==> src/rtl/game_pkg.sv <==
// Shared constants, state encoding and position helpers for the sprite motion sequencer.
package game_pkg;

    localparam int unsigned POS_W     = 16;
    localparam int unsigned SCORE_W   = 8;
    localparam int unsigned HD        = 640;
    localparam int unsigned VD        = 480;
    localparam int unsigned SPRITE    = 16;
    localparam int unsigned PLANET_X0 = 320;
    localparam int unsigned PLANET_Y0 = 64;
    localparam int unsigned SHIP_X0   = 312;
    localparam int unsigned SHIP_Y0   = VD - 2 * SPRITE;

    typedef enum logic [1:0] {
        IDLE    = 2'd0,
        PLANET  = 2'd1,
        SHIP    = 2'd2,
        COLLIDE = 2'd3
    } motion_state_t;

    typedef struct packed {
        logic [POS_W-1:0] x;
        logic [POS_W-1:0] y;
    } pos_t;

    // Move one step toward 0 or toward bound, clamping at either end without wrapping.
    function automatic logic [POS_W-1:0] step_clamp(
        input logic [POS_W-1:0] pos,
        input logic [POS_W-1:0] step,
        input logic [POS_W-1:0] bound,
        input logic             dec
    );
        logic [POS_W-1:0] res;
        if (dec) begin
            res = (pos <= step) ? '0 : pos - step;
        end else begin
            res = (pos + step >= bound) ? bound : pos + step;
        end
        return res;
    endfunction

    // Unsigned distance between two coordinates.
    function automatic logic [POS_W-1:0] abs_diff(
        input logic [POS_W-1:0] a,
        input logic [POS_W-1:0] b
    );
        return (a >= b) ? a - b : b - a;
    endfunction

endpackage

==> src/rtl/axis_bounce.sv <==
// Next position and direction for one bouncing axis; a flip and a clamp happen together.
module axis_bounce
    import game_pkg::*;
#(
    parameter int unsigned BOUND = HD - SPRITE,
    parameter int unsigned STEP  = 1
) (
    input  logic [POS_W-1:0] pos_i,
    input  logic             rev_i,
    output logic [POS_W-1:0] next_pos_c,
    output logic             next_rev_c
);

    localparam logic [POS_W-1:0] BOUND_W = POS_W'(BOUND);
    localparam logic [POS_W-1:0] STEP_W  = POS_W'(STEP);

    // Advance in the current direction, reversing at whichever edge is reached.
    always_comb begin
        next_pos_c = pos_i;
        next_rev_c = rev_i;
        if (!rev_i) begin
            if (pos_i + STEP_W >= BOUND_W) begin
                next_pos_c = BOUND_W;
                next_rev_c = 1'b1;
            end else begin
                next_pos_c = pos_i + STEP_W;
            end
        end else begin
            if (pos_i <= STEP_W) begin
                next_pos_c = '0;
                next_rev_c = 1'b0;
            end else begin
                next_pos_c = pos_i - STEP_W;
            end
        end
    end

endmodule

==> src/rtl/sprite_motion_ctrl.sv <==
// Per-frame sprite motion sequencer: bounces the planet, steers the ship, flags collisions.
// Optional build macro SPRITE_SCORE_EN adds a saturating score and resets the planet on a hit.
module sprite_motion_ctrl
    import game_pkg::*;
#(
    parameter int unsigned PLANET_STEP = 1,
    parameter int unsigned SHIP_STEP   = 2,
    parameter int unsigned FRAME_DIV   = 1
) (
    input  logic               clk,
    input  logic               rst_n,
    input  logic               vsync,
    input  logic               btn_left,
    input  logic               btn_right,
    input  logic               btn_up,
    input  logic               btn_down,
    output logic [POS_W-1:0]   x_planet,
    output logic [POS_W-1:0]   y_planet,
    output logic [POS_W-1:0]   x_ship,
    output logic [POS_W-1:0]   y_ship,
    output logic               h_reverse,
    output logic               v_reverse,
    output logic               hit,
    output logic               busy
`ifdef SPRITE_SCORE_EN
    ,
    output logic [SCORE_W-1:0] score
`endif
);

    localparam int unsigned      CNT_W  = $clog2(FRAME_DIV) + 1;
    localparam logic [CNT_W-1:0] CNT_LAST = CNT_W'(FRAME_DIV - 1);
    localparam logic [POS_W-1:0] X_MAX  = POS_W'(HD - SPRITE);
    localparam logic [POS_W-1:0] Y_MAX  = POS_W'(VD - SPRITE);
    localparam logic [POS_W-1:0] S_STEP = POS_W'(SHIP_STEP);
    localparam logic [POS_W-1:0] SPR_W  = POS_W'(SPRITE);
    localparam pos_t PLANET_RST = '{x: POS_W'(PLANET_X0), y: POS_W'(PLANET_Y0)};
    localparam pos_t SHIP_RST   = '{x: POS_W'(SHIP_X0),   y: POS_W'(SHIP_Y0)};

    motion_state_t    state_q, state_d;
    logic [CNT_W-1:0] cnt_q, cnt_d;
    logic             vsync_q;
    pos_t             planet_q, planet_d;
    pos_t             ship_q, ship_d;
    logic             hrev_q, hrev_d;
    logic             vrev_q, vrev_d;
    logic             hit_q, hit_d;
    logic             busy_q, busy_d;
`ifdef SPRITE_SCORE_EN
    logic [SCORE_W-1:0] score_q, score_d;
`endif

    logic             tick_c;
    logic             overlap_c;
    logic [POS_W-1:0] px_next_c, py_next_c;
    logic             hrev_next_c, vrev_next_c;

    assign tick_c    = vsync & ~vsync_q;
    assign overlap_c = (abs_diff(planet_q.x, ship_q.x) < SPR_W) &&
                       (abs_diff(planet_q.y, ship_q.y) < SPR_W);

    axis_bounce #(.BOUND(HD - SPRITE), .STEP(PLANET_STEP)) u_bounce_x (
        .pos_i      (planet_q.x),
        .rev_i      (hrev_q),
        .next_pos_c (px_next_c),
        .next_rev_c (hrev_next_c)
    );

    axis_bounce #(.BOUND(VD - SPRITE), .STEP(PLANET_STEP)) u_bounce_y (
        .pos_i      (planet_q.y),
        .rev_i      (vrev_q),
        .next_pos_c (py_next_c),
        .next_rev_c (vrev_next_c)
    );

    // Edge detector for the frame tick.
    always_ff @(posedge clk or negedge rst_n) begin
        if (!rst_n) vsync_q <= 1'b0;
        else        vsync_q <= vsync;
    end

    // Sequencer state and datapath registers.
    always_ff @(posedge clk or negedge rst_n) begin
        if (!rst_n) begin
            state_q  <= IDLE;
            cnt_q    <= '0;
            planet_q <= PLANET_RST;
            ship_q   <= SHIP_RST;
            hrev_q   <= 1'b0;
            vrev_q   <= 1'b0;
            hit_q    <= 1'b0;
            busy_q   <= 1'b0;
`ifdef SPRITE_SCORE_EN
            score_q  <= '0;
`endif
        end else begin
            state_q  <= state_d;
            cnt_q    <= cnt_d;
            planet_q <= planet_d;
            ship_q   <= ship_d;
            hrev_q   <= hrev_d;
            vrev_q   <= vrev_d;
            hit_q    <= hit_d;
            busy_q   <= busy_d;
`ifdef SPRITE_SCORE_EN
            score_q  <= score_d;
`endif
        end
    end

    // Next-state and datapath updates; each sequence step touches only its own sprite.
    always_comb begin
        state_d  = state_q;
        cnt_d    = cnt_q;
        planet_d = planet_q;
        ship_d   = ship_q;
        hrev_d   = hrev_q;
        vrev_d   = vrev_q;
        hit_d    = 1'b0;
`ifdef SPRITE_SCORE_EN
        score_d  = score_q;
`endif
        case (state_q)
            IDLE: begin
                if (tick_c) begin
                    if (cnt_q == CNT_LAST) begin
                        cnt_d   = '0;
                        state_d = PLANET;
                    end else begin
                        cnt_d = cnt_q + CNT_W'(1);
                    end
                end
            end
            PLANET: begin
                planet_d.x = px_next_c;
                planet_d.y = py_next_c;
                hrev_d     = hrev_next_c;
                vrev_d     = vrev_next_c;
                state_d    = SHIP;
            end
            SHIP: begin
                if (btn_left ^ btn_right) begin
                    ship_d.x = step_clamp(ship_q.x, S_STEP, X_MAX, btn_left);
                end
                if (btn_up ^ btn_down) begin
                    ship_d.y = step_clamp(ship_q.y, S_STEP, Y_MAX, btn_up);
                end
                state_d = COLLIDE;
            end
            COLLIDE: begin
                hit_d   = overlap_c;
                state_d = IDLE;
`ifdef SPRITE_SCORE_EN
                if (overlap_c) begin
                    planet_d = PLANET_RST;
                    hrev_d   = 1'b0;
                    vrev_d   = 1'b0;
                    if (score_q != '1) score_d = score_q + SCORE_W'(1);
                end
`endif
            end
            default: state_d = IDLE;
        endcase
        busy_d = (state_d != IDLE);
    end

    assign x_planet  = planet_q.x;
    assign y_planet  = planet_q.y;
    assign x_ship    = ship_q.x;
    assign y_ship    = ship_q.y;
    assign h_reverse = hrev_q;
    assign v_reverse = vrev_q;
    assign hit       = hit_q;
    assign busy      = busy_q;
`ifdef SPRITE_SCORE_EN
    assign score     = score_q;
`endif

endmodule

==> config.mk <==
export PLATFORM = sky130hd
export DESIGN_NAME = sprite_motion_ctrl
export DESIGN_NICKNAME = d
export VERILOG_FILES = /design/src/rtl/game_pkg.sv /design/src/rtl/axis_bounce.sv /design/src/rtl/sprite_motion_ctrl.sv
export SDC_FILE = /design/constraint.sdc
export NUM_CORES = 1
export LEC_CHECK = 0
export CAP_MARGIN = 20
export CORE_MARGIN = 3
export CORE_UTILIZATION = 40
export CTS_BUF_LIST = sky130_fd_sc_hd__clkbuf_8 sky130_fd_sc_hd__clkbuf_16
export CTS_CLUSTER_DIAMETER = 120
export DETAILED_ROUTE_END_ITERATION = 8
export PLACE_DENSITY = 0.6
export SLEW_MARGIN = 25
export SYNTH_ARGS = -nofsm -noshare
export SYNTH_HDL_FRONTEND = slang
export SYNTH_HIERARCHICAL = 1
export SYNTH_SLANG_ARGS = --single-unit
==> constraint.sdc <==
create_clock -name clk -period 3.4 [get_ports clk]
set_input_delay 0.68 -clock clk [delete_from_list [all_inputs] [get_ports clk]]
set_output_delay 0.68 -clock clk [all_outputs]
set_load 0.01 [all_outputs]
# --- Yosys cells after proc, flatten, opt, wreduce, memory -nomap -nowiden ---
# Cells that the tools add are included.
op_classes:
  eq_ne: 3
  addsub: 13
  order_cmp: 12
  reduce_logical: 6
  bitwise: 4
  muxes: 25
op_table:
  columns: ["op", "n"]
  rows:
  - ["$mux W16", 14]
  - ["$sub A16 B16 Y16", 4]
  - ["$add A16 B1 Y16 const B", 2]
  - ["$add A16 B2 Y16 const B", 2]
  - ["$ge A16 B10 Y1 const B", 2]
  - ["$ge A16 B16 Y1", 2]
  - ["$ge A16 B9 Y1 const B", 2]
  - ["$le A16 B1 Y1 const B", 2]
  - ["$le A16 B2 Y1 const B", 2]
  - ["$lt A16 B5 Y1 const B", 2]
  - ["$sub A16 B1 Y16 const B", 2]
  - ["$sub A16 B2 Y16 const B", 2]
  - ["$mux W1", 8]
  - ["$pmux W2 S4", 1]
  - ["$reduce_and A2 Y1", 3]
  - ["$eq A2 B2 Y1 const B", 2]
  - ["$mux W2", 2]
  - ["$eq A2 B1 Y1 const B", 1]
  - ["$logic_not A2 Y1", 1]
  - ["$reduce_bool A2 Y1", 1]
  - ["$xor A1 B1 Y1", 2]
  - ["$add A1 B1 Y1 const B", 1]
  - ["$and A1 B1 Y1", 1]
  - ["$logic_and A1 B1 Y1", 1]
  - ["$not A1 Y1", 1]
totals:
  in_bits: 7
  register_bits: 72
  word_cells: 74
  out_inout_bits: 68

# --- Longest topological paths before layout ---
# Gate-level depths: netlist of the first run.
depth:
  depth_word: 5
  ltp_mapped: 13
  depth_no_buf: 11

# --- Modules after synthesis ---
# The synthesis of the first run kept the hierarchy.
modules_own_cells:
  columns: ["mod", "seq_area_each_um2", "n_inst", "cells_per_inst", "area_per_inst_um2"]
  rows:
  - ["sprite_motion_ctrl", 1739.2, 1, 832, 6495.0]
  - ["axis_bounce (u_bounce_x)", 0.0, 1, 149, 988.4]
  - ["axis_bounce (u_bounce_y)", 0.0, 1, 142, 887.1]

# --- Least setup slack after synthesis of the first run ---
# No wires, ideal clock.
synth_path:
  kind: "register to register"
  startpoint: "register ship_q, in the netlist x_ship[3]"
  endpoint: "register hit_q, in the netlist hit"
  period_less_slack_ns: 3.101
  n_path_buf: 2
  slack_ns: 0.299
  setup_ns: 0.096
  required_ns: 3.304
  path_stages_with_launch: 14
  arrival_time_ns: 3.005
  cell_sequence: "dfstp_2 clkbuf_1 inv_1 ha_1 nor3_1 a221o_1 o211a_1 o21a_1 buf_6 a211oi_1 o21bai_2 xnor2_1 or4_1 nor4_2"
synth_via:
  elab_chain_len: 5
  word_cells_on_any_way: 7
  classes_between: "add/sub (2); order compare (2); mux (2); reduce/logical (1)"
synth_rtl:
  columns: ["element", "line_no", "rtl"]
  rows:
  - ["start: declaration", "sprite_motion_ctrl.sv:44", "pos_t ship_q, ship_d;"]
  - ["start signal: assignment", "sprite_motion_ctrl.sv:100", "ship_q <= ship_d;"]
  - ["$sub A16 B16 Y16 / $ge A16 B16 Y1 (equally long branches)", "game_pkg.sv:47", "return (a >= b) ? a - b : b - a;"]
  - ["$mux W16 *", "game_pkg.sv:47", null]
  - ["$lt A16 B5 Y1 *", "sprite_motion_ctrl.sv:59", "assign overlap_c = (abs_diff(planet_q.x, ship_q.x) < SPR_W) &&"]
  - ["$logic_and A1 B1 Y1 *", "sprite_motion_ctrl.sv:59", null]
  - ["$mux W1 *", "sprite_motion_ctrl.sv:123", "case (state_q)"]
  - ["via hit_d", "sprite_motion_ctrl.sv:47", "logic hit_q, hit_d;"]
  - ["end signal: assignment", "sprite_motion_ctrl.sv:103", "hit_q <= hit_d;"]
  - ["end: declaration", "sprite_motion_ctrl.sv:47", null]
# The timed path passes the listed nets; every way through them passes the cells marked *.
# A chain may end at the register's enable or synchronous reset.

# --- Final worst setup path of the first run ---
layout_path:
  startpoint: "register ship_q, in the netlist y_ship[6]"
  endpoint: "register hit_q, in the netlist hit"
layout_via:
  elab_chain_len: 5
  word_cells_on_any_way: 7
  classes_between: "add/sub (2); order compare (2); mux (2); reduce/logical (1)"
layout_rtl:
  columns: ["element", "line_no", "rtl"]
  rows:
  - ["$sub A16 B16 Y16 / $ge A16 B16 Y1 (equally long branches)", "game_pkg.sv:47", null]
  - ["$mux W16 *", "game_pkg.sv:47", null]
  - ["$lt A16 B5 Y1 *", "sprite_motion_ctrl.sv:60", "(abs_diff(planet_q.y, ship_q.y) < SPR_W);"]
  - ["$logic_and A1 B1 Y1 *", "sprite_motion_ctrl.sv:59", null]
  - ["$mux W1 *", "sprite_motion_ctrl.sv:123", null]
  - ["via hit_d", "sprite_motion_ctrl.sv:47", null]
# Marked as above.

==> metrics.md, run 1 <==
| Metric | Value |
|---|---|
| Clock-pin slew on the worst setup and hold paths | roughly 0.06 ns |
| Seq/Total Area, Yosys | 20.8% |
| Inst Count DP | 1476 |
| Worst rel slew slack | between 40% and 50% |
| Reg2reg setup slack | roughly 0.13 ns |
| Die Y | 151 microns |
| DR vias | about 8800 |
| Starting DRT DRC Count | 586 |
| Share of cells above drive strength 1 | 12.9% |
| Least-Margin Pin Slew | around 0.85 ns |
| #FFs+latches synth | 69 |
| Yosys Warn Count | 6 |
| H-tree depth | 3 |
| ANT cells | 0 |
| Clock power frac | ~16% |
| Gpl congestion | a little under 1 |
| Setup TNS | 0 ns |
| Power density over the cells | 606 nW/um^2 |
| Share of the synthesized area in the top cell type | between 10% and 20% |
| Width of the die | around 150 microns |
| Post-synth top area cell | dfrtp_1 |
| Nets | about 1300 |
| # Max-Cap Violations | 0 |
| Ranking of synthesized cells by area | dfrtp_1 18%, ha_1 11%, a21oi_1 4.9% |
| Seq pwr share | 20.4% |
| CTS Sinks | 69 |
| First-pass GRT wire length | about 43000 microns |
| Distinct cell type count after synthesis | 89 |
| Fin cells | 1498 |
| Net switching power | 0.00290 W |
| Synthesized area per cell | 7.45 sq um |
| Fin. Hold Viols | 0 |
| Net Sw Frac | a little under half |
| Post-synth EDFFs | 0 |
| Crit start category | flop |
| CORE AREA | between 20000 and 25000 sq um |
| Peak supply drop | 412 uV |
| Port Buffers | between 70 and 80 |
| Crit Path Class | reg -> reg |
| Post-synth top flop | dfrtp_1 |
| Comb pwr share | between 60% and 70% |
| Min Tclk post-route | 3.27 ns |
| Final period util | between 90% and 100% |
| Final ANT Viol Nets | 0 |
| Register-to-Register Path Depth | 10 |
| Num CTS Buffers | 9 |
| Crit path capture type | flop |
| P_leak | 4.22 nW |
| Skew final | 0.00840 ns |
| Worst r2r src | y_ship[6] |
| Most common cell in the synthesized netlist | nand2_1 |
| Mapped Cells | 1123 |
| Slew Viols, Final | 0 |
| Number of global-route vias before repair | 8275 |
| Worst skew pair latency | 0.35 ns |
| I/O pins | 75 |
| Hpwl dp | 20900 microns |
| Vias/cell | 5.87 |
| Max clock buf depth | 2 |
| Layout area overhead | 20.4% |
| CP required | roughly 3.7 ns |
| Clk root buf | clkbuf_16 |
| Overflow after GRT | 0 |
| Critical Path AT | 3.51 ns |
| WL final | 27100 microns |
| HP Class | in -> async |
| Power Internal | 0.00321 W |
| Overall Global Routing Usage | 23.8% |
| Critical R2R Capture | hit |
| Worst-path maximum fanout | 9 |
| Routed wire per std cell | 18.1 microns |
| Initial antenna violation count | 0 |
| Rows | 52 |
| Die area | 22700 sq um |
| Unrepaired setup endpoints after global routing | false |
| Initial Util | around two fifths |
| Status | finished clean |
| # DRC | 0 |
| List of most frequent post-synthesis cells | 105 x nand2_1, 85 x nor2_1, 82 x a21oi_1, 82 x inv_1, 79 x o21ai_0 |
| Largest net degree at the start of global routing | 70 |
| Asr flop ratio synth | 100% |
| Setup-failing EPs final | 0 |
| Initial DRT Pass Iterations | 5 |
| Cell area after synthesis | 8370 sq um |
| CTS tree | yes |
| Fill cells | 2110 |
| Fmax | 306 MHz |
[kinds of logic after synthesis]
| logic type | Yosys count | share of synthesized area, % |
|---|---|---|
| AO/OA/AOI/OAI | 371 | 29.3 |
| XOR/XNOR | 48 | 5.02 |
| adder cells (fa/ha/maj) | 74 | 11.1 |
| buffers and inverters | 152 | 7.71 |
| flip-flops | 69 | 20.8 |
| multiplexers | 21 | 2.65 |
| other | 1 | 0.0448 |
| AND/OR/NAND/NOR | 387 | 23.4 |
[routing by layer]
metal | share of wire (%) | wire length [microns] | track usage [%] | vias up
li1 | - | - | - | 4289
met1 | 44 | 11900 | 30.8 | 4186
met2 | 49 | 13200 | 41.0 | 272
met3 | 4.9 | 1330 | 3.22 | 40
met4 | 2.6 | 705 | 7.30 | 0
met5 | 0 | 0 | 0 | -
[sequential cells by signal, summed over array words and instances, names as in the netlist]
register and count:
state_q 2, vsync_q 1, x_ship 15, y_ship 15, x_planet 16, h_reverse 1
hit 1, busy 1, v_reverse 1, y_planet 16
[area by class of cell]
type	instances	area (sq um)	area share [%]
Tap cell	270	338	3.35
Multi-Input combinational cell	903	6020	59.7
Inverter	85	319	3.17
Clock buffer	10	239	2.37
Timing Repair Buffer	155	1360	13.5
Sequential cell	69	1740	17.3
Clock inverter	6	62.6	0.621
[stage by stage]
stage / power [W] / util [%] / setup WS, ns / hold WS (ns) / instance area, sq um
finish: 0.00610 / 49.3 / 0.135 / 0.233 / 10100
global route: 0.00661 / 49.3 / 0.00149 / 0.238 / 10100
CTS: 0.00608 / 48.9 / 0.0408 / 0.526 / 9990
detailed placement: 0.00507 / 47.4 / 0.0647 / 0.516 / 9680
global placement: 0.00507 / 47.4 / 0.139 / 0.505 / 9680
floorplan: 0.00378 / - / 0.299 / 0.384 / 8370
[worst max-delay path: stages, from the launching register on]
cell and delay, ns:
dfstp_2 0.63, ha_2 0.38, a21o_1 0.25, a221o_1 0.34, a31o_1 0.25, a221oi_1 0.30, mux2i_1 0.13, xor2_1 0.17
nor4_2 0.24, nand4_1 0.19, nor4_2 0.28
[worst max path at each step]
| stage | start | endpoint | slack [ns] | cells after the start |
|---|---|---|---|---|
| after detailed placement | y_ship[8] | hit | 0.06 | 10 |
| after floorplan | x_ship[3] | hit | 0.30 | 13 |
| after CTS | y_ship[8] | hit | 0.04 | 10 |
| after global placement | y_ship[6] | hit | 0.14 | 10 |
| final | y_ship[6] | hit | 0.13 | 10 |
| after global routing | y_ship[6] | hit | 0.001 | 10 |
[placed cells by master, fill, tap and decap left out, drive strengths merged, types with 14 or more instances in the layout]
cell type	n
xnor2	28
dfrtp	59
a21o	28
nor2	85
a31oi	17
o21ai	104
nor4	16
clkdlybuf4s50	71
nand2	106
nand4	19
nand3	41
a21oi	83
nor3	40
inv	85
o211ai	14
xor2	20
ha	74
buf	84
[power groups by stage]
stage | Clock (W) | Sequential (W) | Combinational [W]
6_report | 0.000974 | 0.00125 | 0.00389
5_1_grt | 0.00103 | 0.00127 | 0.00431
4_1_cts | 0.000999 | 0.00125 | 0.00383
3_5_place_dp | 0 | 0.00126 | 0.00381
3_3_place_gp | 0 | 0.00125 | 0.00382
2_1_floorplan | 0 | 0.00131 | 0.00247
[what timing repair did]
| item | 4_1_cts | 5_1_grt |
|---|---|---|
| resized for setup | 0 | 8 |
| buffers inserted | 0 | 5 |
| setup endpoints to repair | 0 | 1 |
| hold buffers | 0 | 0 |
(Power assumes the default switching activity.)
==> run 2: changes to the inputs <==
TNS_END_PERCENT = 50   (was unset)
==> results of run 2 <==
Same layout as run 1: the final DEF is identical, and so are final timing and power.
==> run 3: changes to the inputs <==
SETUP_SLACK_MARGIN = 0.5   (was unset)
SLEW_MARGIN = 30   (was 25)
==> run 3 against run 2 <==
  * Worst hold slack better by 0.17 ns
  * Clock-buffer cell count unchanged
  * Power up 7.2%
  * Worst setup slack better by 0.19 ns
  * Final cell count up 1.6%
  * Via count up 1.5%
  * Wire length up 4.1%
  * Sequential share of layout area down 0.77 points
  * Sequential cell count unchanged
  * Die area unchanged
  * Cell area up 6.2%
  * Critical endpoint unchanged
  * Largest power group unchanged
==> metrics.md, run 3 (synthesis results as in run 1) <==
| Metric | Value |
|---|---|
| Commonest non-fill, non-tap cell in the layout | buf_4 |
| Critical Path AT | 3.32 ns (-0.19 ns) |
| Nets | 1328 (+1.8%) |
| Min Tclk post-route | 3.07 ns (-0.192 ns) |
| Initial DRT Pass Iterations | 8 (+3) |
| Crit start category | flop |
| Width of the die | 151 microns (unchanged) |
| Starting DRT DRC Count | 550 (-6.1%) |
| Unrepaired setup endpoints after global routing | true |
| Gpl congestion | 0.940 (-3.4%) |
| Max clock buf depth | 2 (unchanged) |
| Fmax | 325 MHz (+6.2%) |
| CP required | 3.65 ns (about the same) |
| CTS tree | yes |
| DR vias | 8917 (+1.5%) |
| Final period util | 90.4% (-5.6 points) |
| H-tree depth | 3 (unchanged) |
| # Max-Cap Violations | 0 (unchanged) |
| Largest net degree at the start of global routing | 57 (-19%) |
| Clk root buf | clkbuf_16 |
| Setup-failing EPs final | 0 (unchanged) |
| CORE AREA | 20400 sq um (unchanged) |
| Power density over the cells | 612 nW/um^2 (+0.95%) |
| Overflow after GRT | 0 (unchanged) |
| Crit path capture type | flop |
| Crit Path Class | reg -> reg |
| Count of hold-fix buffers inserted at cts | 0 (unchanged) |
| WL final | 28200 microns (+4.1%) |
| Initial antenna violation count | 0 (unchanged) |
| Initial Util | 41.0% (unchanged) |
| First-pass GRT wire length | 44900 microns (+3.4%) |
| Fin. Hold Viols | 0 (unchanged) |
| Port Buffers | 72 (unchanged) |
| Routed wire per std cell | 18.6 microns (+2.4%) |
| Most frequent cells in the layout | 106 x buf_4, 105 x nand2_1, 84 x nor2_1, 76 x o21ai_0, 75 x inv_1 |
| Final ANT Viol Nets | 0 (unchanged) |
| Vias/cell | 5.86 (-0.12%) |
| Layout area overhead | 27.8% |
| Num CTS Buffers | 9 (unchanged) |
| Die Y | 151 microns (unchanged) |
| Hold Slack | 0.406 ns (+0.173 ns) |
| Worst rel slew slack | 46.3% (+3.1 points) |
| Setup TNS | 0 ns (unchanged) |
| Least-Margin Pin Slew | 0.805 ns (-0.0471 ns) |
| CTS Sinks | 69 (unchanged) |
| Die area | 22700 sq um (unchanged) |
| # DRC | 0 (unchanged) |
| ANT cells | 0 (unchanged) |
| Share of cells above drive strength 1 | 21.3% (+8.5 points) |
| Worst-path maximum fanout | 8 (-1) |
| Clock-pin slew on the worst setup and hold paths | 0.06 ns (about the same) |
| Slew Viols, Final | 0 (unchanged) |
| Number of global-route vias before repair | 8467 (+2.3%) |
| HP Class | in -> async |
| Peak supply drop | 465 uV (+13%) |
| Overall Global Routing Usage | 24.7% (+0.99 points) |
| Skew final | 0.00942 ns (+0.00101 ns) |
| P_leak | 4.37 nW (+3.4%) |
| Status | finished clean |
| I/O pins | 75 (unchanged) |
| Worst skew pair latency | 0.35 ns (about the same) |
| Hpwl dp | 20900 microns (+0.19%) |
| Rows | 52 (unchanged) |
-- run 3: worst max-delay path, stage by stage, from the launching register on --
cell,delay (ns)
dfstp_2,0.56
buf_4,0.13
ha_4,0.22
buf_4,0.15
a22oi_2,0.25
nand3b_1,0.17
a21o_1,0.24
a21oi_2,0.18
xor2_1,0.18
a31oi_1,0.14
or4_1,0.50
nor4_2,0.24
-- run 3: routing by layer --
metal / part of all wire (%) / track usage (%)
met1: 43 / 31.5
met2: 49 / 42.5
met3: 4.6 / 3.67
met4: 3.3 / 9.02
met5: 0 / 0
-- run 3: final cells by class --
cell class | count | area (sq um)
clock buffer | 10 | 239
clock inverter | 6 | 62.6
fill | 1972 | 9730
inverter | 85 | 319
multi-input combinational | 904 | 6460
sequential | 69 | 1760
tap | 270 | 338
timing repair buffer | 178 | 1520
-- run 3: path summary, 6_finish.rpt --
path                                end   startpoint  slack [ns]  depth (start not counted)
setup / recovery                    hit    y_ship[6]        0.33                         11
hold / removal             y_planet[12]        rst_n        0.41                          1
setup reg to reg                    hit    y_ship[6]        0.33                         11
hold reg to reg             x_planet[6]  x_planet[6]        0.54                          2
max in group asynchronous     y_ship[6]        rst_n        2.25                          2
min in group clk            x_planet[6]  x_planet[6]        0.54                          2
-- run 3: per-stage QoR --
step / setup WS, ns / power (W) / util [%] / cell area (sq um) / instances
floorplan: 0.508 / 0.00396 / - / 8670 / 1124
global placement: 0.168 / 0.00515 / 47.9 / 9780 / 1458
detailed placement: 0.0939 / 0.00515 / 47.9 / 9780 / 1458
CTS: 0.412 / 0.00640 / 51.5 / 10500 / 1513
global route: 0.220 / 0.00708 / 52.4 / 10700 / 1522
finish: 0.326 / 0.00654 / 52.4 / 10700 / 1522
-- run 3: power breakdown --
group / internal, W / switching (W)
Combinational: 0.00188 / 0.00245
Sequential: 0.00101 / 0.000217
Clock: 0.000587 / 0.000402
Total: 0.00347 / 0.00307
-- run 3: timing repair --
action,in CTS,in global routing
endpoints found under the hold margin,0,0
resized for setup,39,24
setup endpoints to repair,1,25
pin swaps,23,15
buffers inserted,38,9
cloned,1,0
